--- config.mk ---
export PLATFORM = sky130hd
export DESIGN_NAME = button_event_latch
export DESIGN_NICKNAME = d
export VERILOG_FILES = /design/src/rtl/game_io_pkg.sv /design/src/rtl/button_debounce.sv /design/src/rtl/button_event_latch.sv
export SDC_FILE = /design/constraint.sdc
export NUM_CORES = 1
export LEC_CHECK = 0
export ABC_AREA = 1
export BUFFER_PORTS_ARGS = -buffer_cell sky130_fd_sc_hd__buf_4
export CAP_MARGIN = 10
export CORE_AREA = 2 2 101 103
export CTS_CLUSTER_DIAMETER = 40
export DETAILED_ROUTE_END_ITERATION = 6
export DIE_AREA = 0 0 103 105
export PLACE_DENSITY = 0.47
export SETUP_SLACK_MARGIN = 0.1
export SYNTH_ARGS = -nofsm -noshare
export SYNTH_HDL_FRONTEND = slang
export SYNTH_SLANG_ARGS = --single-unit
--- constraint.sdc ---
create_clock -name clk -period 1.8 [get_ports clk]
set_input_delay 0.18 -clock clk [delete_from_list [all_inputs] [get_ports clk]]
set_output_delay 0.18 -clock clk [all_outputs]
set_load 0.1 [all_outputs]
--- src/rtl/game_io_pkg.sv ---
// Shared constants for the game I/O window: button event byte codes and
// the debounce state encoding.
package game_io_pkg;

  localparam int NUM_BTN = 2;

  localparam logic [7:0] BTN_NONE       = 8'h00;
  localparam logic [7:0] BTN_CW         = 8'h01;
  localparam logic [7:0] BTN_ACW        = 8'h02;
  localparam int         BTN_MISSED_BIT = 7;

  typedef enum logic [1:0] {
    DB_LOW       = 2'd0,
    DB_WAIT_HIGH = 2'd1,
    DB_HIGH      = 2'd2,
    DB_WAIT_LOW  = 2'd3
  } db_state_e;

endpackage

--- src/rtl/button_debounce.sv ---
// Per-button synchroniser and debounce FSM; emits a one-cycle press pulse
// when the debounced level rises.
module button_debounce
  import game_io_pkg::*;
#(
  parameter int DEBOUNCE_CYCLES = 50000,
  parameter int SYNC_STAGES     = 2
) (
  input  logic clk,
  input  logic reset,
  input  logic btn,
  output logic press
);

  localparam int             CW       = $clog2(DEBOUNCE_CYCLES);
  localparam logic [CW-1:0]  CNT_ONE  = CW'(1);
  localparam logic [CW-1:0]  CNT_LAST = CW'(DEBOUNCE_CYCLES - 1);

  logic [SYNC_STAGES-1:0] sync_q;
  logic                   s;
  db_state_e              state, state_nxt;
  logic [CW-1:0]          cnt, cnt_nxt, cnt_inc;

  assign s       = sync_q[SYNC_STAGES-1];
  assign cnt_inc = (cnt == '1) ? cnt : cnt + 1'b1;

  always_ff @(posedge clk or negedge reset) begin
    if (!reset) begin
      sync_q <= '0;
      state  <= DB_LOW;
      cnt    <= '0;
      press  <= 1'b0;
    end else begin
      sync_q <= {sync_q[SYNC_STAGES-2:0], btn};
      state  <= state_nxt;
      cnt    <= cnt_nxt;
      // Only a settled rise is an event; bouncing back into HIGH from WAIT_LOW is not.
      press  <= (state == DB_WAIT_HIGH) && (state_nxt == DB_HIGH);
    end
  end

  always_comb begin
    state_nxt = state;
    cnt_nxt   = cnt;
    case (state)
      DB_LOW:
        if (s) begin
          state_nxt = DB_WAIT_HIGH;
          cnt_nxt   = CNT_ONE;
        end
      DB_WAIT_HIGH:
        if (!s) begin
          state_nxt = DB_LOW;
          cnt_nxt   = '0;
        end else if (cnt == CNT_LAST) begin
          state_nxt = DB_HIGH;
          cnt_nxt   = '0;
        end else begin
          cnt_nxt   = cnt_inc;
        end
      DB_HIGH:
        if (!s) begin
          state_nxt = DB_WAIT_LOW;
          cnt_nxt   = CNT_ONE;
        end
      DB_WAIT_LOW:
        if (s) begin
          state_nxt = DB_HIGH;
          cnt_nxt   = '0;
        end else if (cnt == CNT_LAST) begin
          state_nxt = DB_LOW;
          cnt_nxt   = '0;
        end else begin
          cnt_nxt   = cnt_inc;
        end
      default: begin
        state_nxt = DB_LOW;
        cnt_nxt   = '0;
      end
    endcase
  end

endmodule

--- src/rtl/button_event_latch.sv ---
// Button input port: debounces bc/bac and latches one pending turn event
// as a status byte that a RAM-side read consumes.
module button_event_latch
  import game_io_pkg::*;
#(
  parameter int DEBOUNCE_CYCLES = 50000,
  parameter int SYNC_STAGES     = 2
) (
  input  logic       clk,
  input  logic       reset,
  input  logic       bc,
  input  logic       bac,
  input  logic       button_read,
  output logic [7:0] button_op
);

  logic [NUM_BTN-1:0] raw, press;
  logic               accepted, pending;
  logic [7:0]         op_nxt;

  assign raw = {bac, bc};

  for (genvar i = 0; i < NUM_BTN; i++) begin : g_btn
    button_debounce #(
      .DEBOUNCE_CYCLES(DEBOUNCE_CYCLES),
      .SYNC_STAGES    (SYNC_STAGES)
    ) u_db (
      .clk  (clk),
      .reset(reset),
      .btn  (raw[i]),
      .press(press[i])
    );
  end

  // Simultaneous presses are ambiguous and count as no press at all.
  assign accepted = press[0] ^ press[1];
  assign pending  = |button_op[1:0];

  always_comb begin
    op_nxt = button_op;
    if (accepted) begin
      op_nxt = press[0] ? BTN_CW : BTN_ACW;
      op_nxt[BTN_MISSED_BIT] = !button_read && (button_op[BTN_MISSED_BIT] || pending);
    end else if (button_read) begin
      op_nxt = BTN_NONE;
    end
  end

  always_ff @(posedge clk or negedge reset) begin
    if (!reset) button_op <= BTN_NONE;
    else        button_op <= op_nxt;
  end

endmodule

; ---- Yosys cells after proc, flatten, opt, wreduce, memory -nomap -nowiden
; Index checks and enable logic that the tools add are counted.
[word_totals]
ff_bits = 50
rom_bits = 0
latch_bits = 0
mem_count = 0
word_cells = 70
output_inout_bits = 8
ram_bits = 0
[op_classes]
n_eq_ne = 16
n_shift = 0
addsub = 2
n_mux = 31
div_mod_pow = 0
bitwise_logic = 1
mul = 0
magnitude_cmp = 0
n_reduce_logical = 11
[op_table]
columns = op, count
row1 = 16-bit 2-to-1 mux, 12
row2 = 16-bit one-hot mux with 4 select lines, 2
row3 = "16-bit == test, second input constant", 4
row4 = "16-bit by 1-bit adder with 16-bit output, second input constant", 2
row5 = 2-bit 2-to-1 mux, 13
row6 = 8-bit 2-to-1 mux, 2
row7 = 2-bit one-hot mux with 4 select lines, 2
row8 = "2-bit == test, second input constant", 6
row9 = "2-bit by 1-bit == test with 1-bit output, second input constant", 2
row10 = 2-bit logical NOT, 2
row11 = "2-bit by 1-bit inequality test with 1-bit output, second input constant", 2
row12 = "2-bit inequality test, second input constant", 2
row13 = 2-bit AND reduction, 2
row14 = 1-bit logical AND, 3
row15 = 2-bit nonzero test, 1
row16 = 2-bit OR reduction, 1
row17 = 1-bit logical NOT, 1
row18 = 1-bit logical OR, 1
row19 = 1-bit XOR, 1

; ---- Logic depth before layout (Yosys ltp)
[depth]
ltp_word = 6
mapped_depth = 12
depth_no_buf = 11

; ---- Modules after synthesis
; Synthesis repeated with hierarchy kept, for this count alone.
[unflattened]
cells_unflattened = 408
hier_area_um2 = 3035.4
[modules_own_cells]
columns = mod, area_each_um2, cells_each, n_inst, seq_area_each_um2
row1 = button_debounce, 1412.6, 190, 2, 525.5
row2 = button_event_latch, 210.2, 28, 1, 75.1

; ---- Least setup slack after synthesis
; Ideal clock, no wire load.
[synth_timing]
path_type = register to register
startpoint = reg g_btn[1].u_db.cnt[0]
endpoint = reg g_btn[1].u_db.cnt[1]
synth_period_minus_slack_ns = 1.519
path_stages_with_launch = 11
n_path_buf = 1
slack_ns = 0.281
required_time_ns = 1.683
setup_time_ns = 0.117
arrival_time_ns = 1.402
path_cell_list = dfrtp_1 > ha_1 > nand3_1 > inv_2 > nand2_4 > nor2_8 > nand2_2 > buf_6 > or2_0 > nand3_1 > nand2_1
[synth_between]
elab_chain_cells = 5
word_cells_on_any_way = 8
[synth_rtl]
columns = element, line_no
row1 = start: declaration, button_debounce.sv:22  ; logic [CW-1:0] cnt, cnt_nxt, cnt_inc;
row2 = start signal: assignment, button_debounce.sv:36  ; cnt <= cnt_nxt;
row3 = 16-bit by 1-bit adder with 16-bit output or 16-bit == test (tied branches), button_debounce.sv:25  ; assign cnt_inc = (cnt == '1) ? cnt : cnt + 1'b1;
row4 = 16-bit 2-to-1 mux, button_debounce.sv:25
row5 = 16-bit 2-to-1 mux *, "button_debounce.sv:55, button_debounce.sv:70"
row6 = 16-bit 2-to-1 mux (on tied branches), "button_debounce.sv:67, button_debounce.sv:52"
row7 = 16-bit one-hot mux with 4 select lines *, button_debounce.sv:45  ; case (state)
; Mark *: on every way between the ends. The rest lies on a longest branch, timed or not.
; A chain may end at the register's enable or synchronous reset.

; ---- Worst setup path after layout
[layout_timing]
startpoint = reg g_btn[0].u_db.cnt[1]
endpoint = reg g_btn[0].u_db.cnt[10]
[layout_between]
elab_chain_cells = 5
word_cells_on_any_way = 8
[layout_rtl]
columns = element, line_no
row1 = start: declaration, button_debounce.sv:22
row2 = start signal: assignment, button_debounce.sv:36
row3 = 16-bit by 1-bit adder with 16-bit output or 16-bit == test (tied branches), button_debounce.sv:25
row4 = 16-bit 2-to-1 mux, button_debounce.sv:25
row5 = 16-bit 2-to-1 mux *, "button_debounce.sv:55, button_debounce.sv:70"
row6 = 16-bit 2-to-1 mux (on tied branches), "button_debounce.sv:67, button_debounce.sv:52"
row7 = 16-bit one-hot mux with 4 select lines *, button_debounce.sv:45
; Marked as above.

==> summary.md <==
| Metric | Value |
|---|---|
| CP Max Fanout | `5` |
| GR peak layer | `met2` |
| H-tree depth | `2` |
| Final ANT Viol Nets | `0` |
| Crit path launch type | `register` |
| Finished Core Util | `33.67%` |
| Vias/cell | `4.478` |
| Post-synth cell types | `32` |
| Num CTS Buffers | `5` |
| P&R area growth vs syn | `14.93%` |
| Share of cells above drive strength 1 | `15.05%` |
| Top-area cell type share of the netlist area | `39.88%` |
| Ports | `13` |
| Syn Inst Count | `409` |
| Post-route DRC | `0` |
| Final TNS setup | `0 ns` |
| GR Util met1 | `17.72%` |
| Slowest stage cell, crit path | `dfrtp_1` |
| DP Wirelength | `4753 µm` |
| Initial Util | `29.30%` |
| Placeable Area | `9639 µm²` |
| Mapped Area | `2824 µm²` |
| Power Total | `1.897 mW` |
| Top cells by area, synth | `dfrtp_1, nand2_1, nand3_1, inv_1, nor2_1` |
| Result of the run | `complete, no violations` |
| Hold Startpoint | `button_read` |
| Period Utilization, post-route | `90.16%` |
| Family with the most delay on the worst path | `simple AND/OR/NAND/NOR gates` |
| Met3 GRT Util | `2.207%` |
| RSZ-0062 raised after global routing | `true` |
| # rows | `36` |
| CP dominant cell by count | `nand3_1` |
| Slew margin rel. | `59.93%` |
| Worst vdd ir | `0.0003135 V` |
| Yosys warns | `0` |
| Nets@finish | `440` |
| Worst Setup End Kind | `register` |
| Fmax | `616.2 MHz` |
| Final setup violation count | `0` |
| Reg area | `1127 µm²` |
| TritonCTS Sinks | `45` |
| Full die area | `10820 µm²` |
| First-pass GRT wire length | `11270 µm` |
| Max Cap Viol | `0` |
| Vias in the first global route | `2403` |
| CP bufs+invs | `1` |
| Syn avg cell area | `6.905 µm²` |
| Flops & latches, synth | `45` |
| Worst slew pin tran | `0.6011 ns` |
| Iter 0 DRT Violations | `111` |
| Largest net degree at the start of global routing | `46` |
| PortBufs | `7` |
| Die W | `103 µm` |
| Hold Fails Final Rpt | `0` |
| Initial antenna violation count | `0` |
| Multi-input gate area | `1449 µm²` |
| Worst endpoint required time | `2.04 ns` |
| Clk_skew | `0.01560 ns` |
| CTS max path bufs | `2` |
| Met2 Use GR | `20.59%` |
| Placer congestion estimate | `0.8657` |
| Initial DRT Pass Iterations | `4` |
| Crit-path cells | `ha_1, buf_4, nand3_1, nor3_2, nand3_1, nand3_1, nand2_1, o21ai_1` |
| Power Dens Cells | `584.6 nW/µm²` |
| CTS tree | `built` |
| WP data arrival | `1.86 ns` |
| Final worst path period need | `1.623 ns` |
| Root buf cell | `clkbuf_8` |
| DRT Wirelength | `6540 µm` |
| Grt total ovfl | `0` |
| WL/cell | `11.58 µm` |
| Setup CP Type | `reg2reg` |
| HP Class | `in2reg` |
| # fillers | `1059` |
| Vias | `2530` |
| Worst-Skew Late Latency | `0.30 ns` |
| Post-synth top area cell | `dfrtp_1` |
| Final slew viol count | `0` |
| Max incr delay on CP | `0.39 ns` |
| Reg2Reg Launch Point | `g_btn[0].u_db.cnt[1]` |
| Clock transition at path regs | `0.10 ns` |
| Die H | `105 µm` |
| Sequential area share after synthesis | `39.88%` |
| Critical Path Start | `g_btn[0].u_db.cnt[1]` |
| Antenna diodes | `0` |
| Pleak | `1.596 nW` |
| Gr usage total | `12.81%` |
==> logic make-up (layout without fill, tap and decap cells) <==
group,Yosys count,in the layout,share of synthesized area (%)
buffers and inverters,74,92,10.94
multiplexers,2,2,0.7975
AND/OR/NAND/NOR,254,255,41.03
other,1,5,0.1328
AO/OA/AOI/OAI,27,27,4.830
adder cells (fa/ha/maj),4,4,1.772
flip-flops,45,45,39.88
XOR/XNOR,2,2,0.6204
==> Yosys cell counts (all sizes together) <==
library cell	instances
dfrtp	45
nand3	51
o21ai	20
mux2	2
nor2	43
nor3	9
buf	10
inv	61
a21oi	6
conb	1
and2	1
clkinv	1
a31oi	1
xor2	2
nand4	17
ha	4
clkbuf	2
or2	2
nand2	131
==> layout make-up <==
type | instances | share of cell area (%)
tap | 133 | 5.127
timing repair buffer | 22 | 5.320
multi-input combinational | 295 | 44.64
inverter | 62 | 7.402
clock inverter | 3 | 0.6554
clock buffer | 5 | 2.120
sequential | 45 | 34.73
==> through the flow <==
step	cells	hold slack [ns]	area (µm²)	worst slack, ns
floorplan	413	-0.1156	2839	0.2811
global placement	551	0.2331	3057	0.08231
detailed placement	551	0.2401	3057	0.02276
CTS	562	0.005342	3182	0.1270
global route	565	0.001062	3246	0.06533
finish	565	0.02063	3246	0.1771
==> timing repair <==
| action | 4_1_cts | 5_1_grt |
|---|---|---|
| hold buffers | 3 | 0 |
| buffers inserted | 0 | 2 |
| hold endpoints to repair | 47 | 0 |
| endpoints found under the setup margin | 6 | 31 |
| pin swaps | 0 | 1 |
| gates resized for setup | 1 | 12 |
| cloned | 0 | 1 |
==> metal layers <==
| layer | wire, µm | share of wire [%] |
|---|---|---|
| met5 | 0 | 0 |
| met4 | 61 | 0.93 |
| met3 | 149 | 2.3 |
| met2 | 2952 | 45 |
| met1 | 3376 | 52 |
==> flip-flops by register name, indices dropped and copies added, names as in the netlist <==
name / count
button_op: 3
g_btn.u_db.cnt: 32
g_btn.u_db.press: 2
g_btn.u_db.state: 4
g_btn.u_db.sync_q: 4
==> cells in the final DEF (no fill, tap or decap), drive strengths merged <==
cell and instances:
mux2 2, nor2 43, a31oi 1, nor3 9
nand2 132, ha 4, clkbuf 5, dlygate4sd3 3
buf 19, dfrtp 45, clkinvlp 1, o21ai 20
a21oi 6, inv 61, conb 5, xor2 2
nand3 51, and2 1, clkinv 3, nand4 17
or2 2
==> worst paths after layout <==
path                                           end  slack, ns  depth (start not counted)
min                                   button_op[7]       0.02                          2
max in group asynchronous     g_btn[1].u_db.cnt[8]       0.95                          2
min in group asynchronous             button_op[0]       0.42                          2
min reg2reg                g_btn[1].u_db.sync_q[1]       0.36                          0
max                          g_btn[0].u_db.cnt[10]       0.18                          8
max reg2reg                  g_btn[0].u_db.cnt[10]       0.18                          8
==> power breakdown <==
group          internal, mW  switching [mW]  total (mW)
sequential             1.03          0.0177        1.05
clock                 0.277           0.388       0.665
combinational        0.0521           0.133       0.185
No activity file was read; power rests on OpenSTA's default activity.
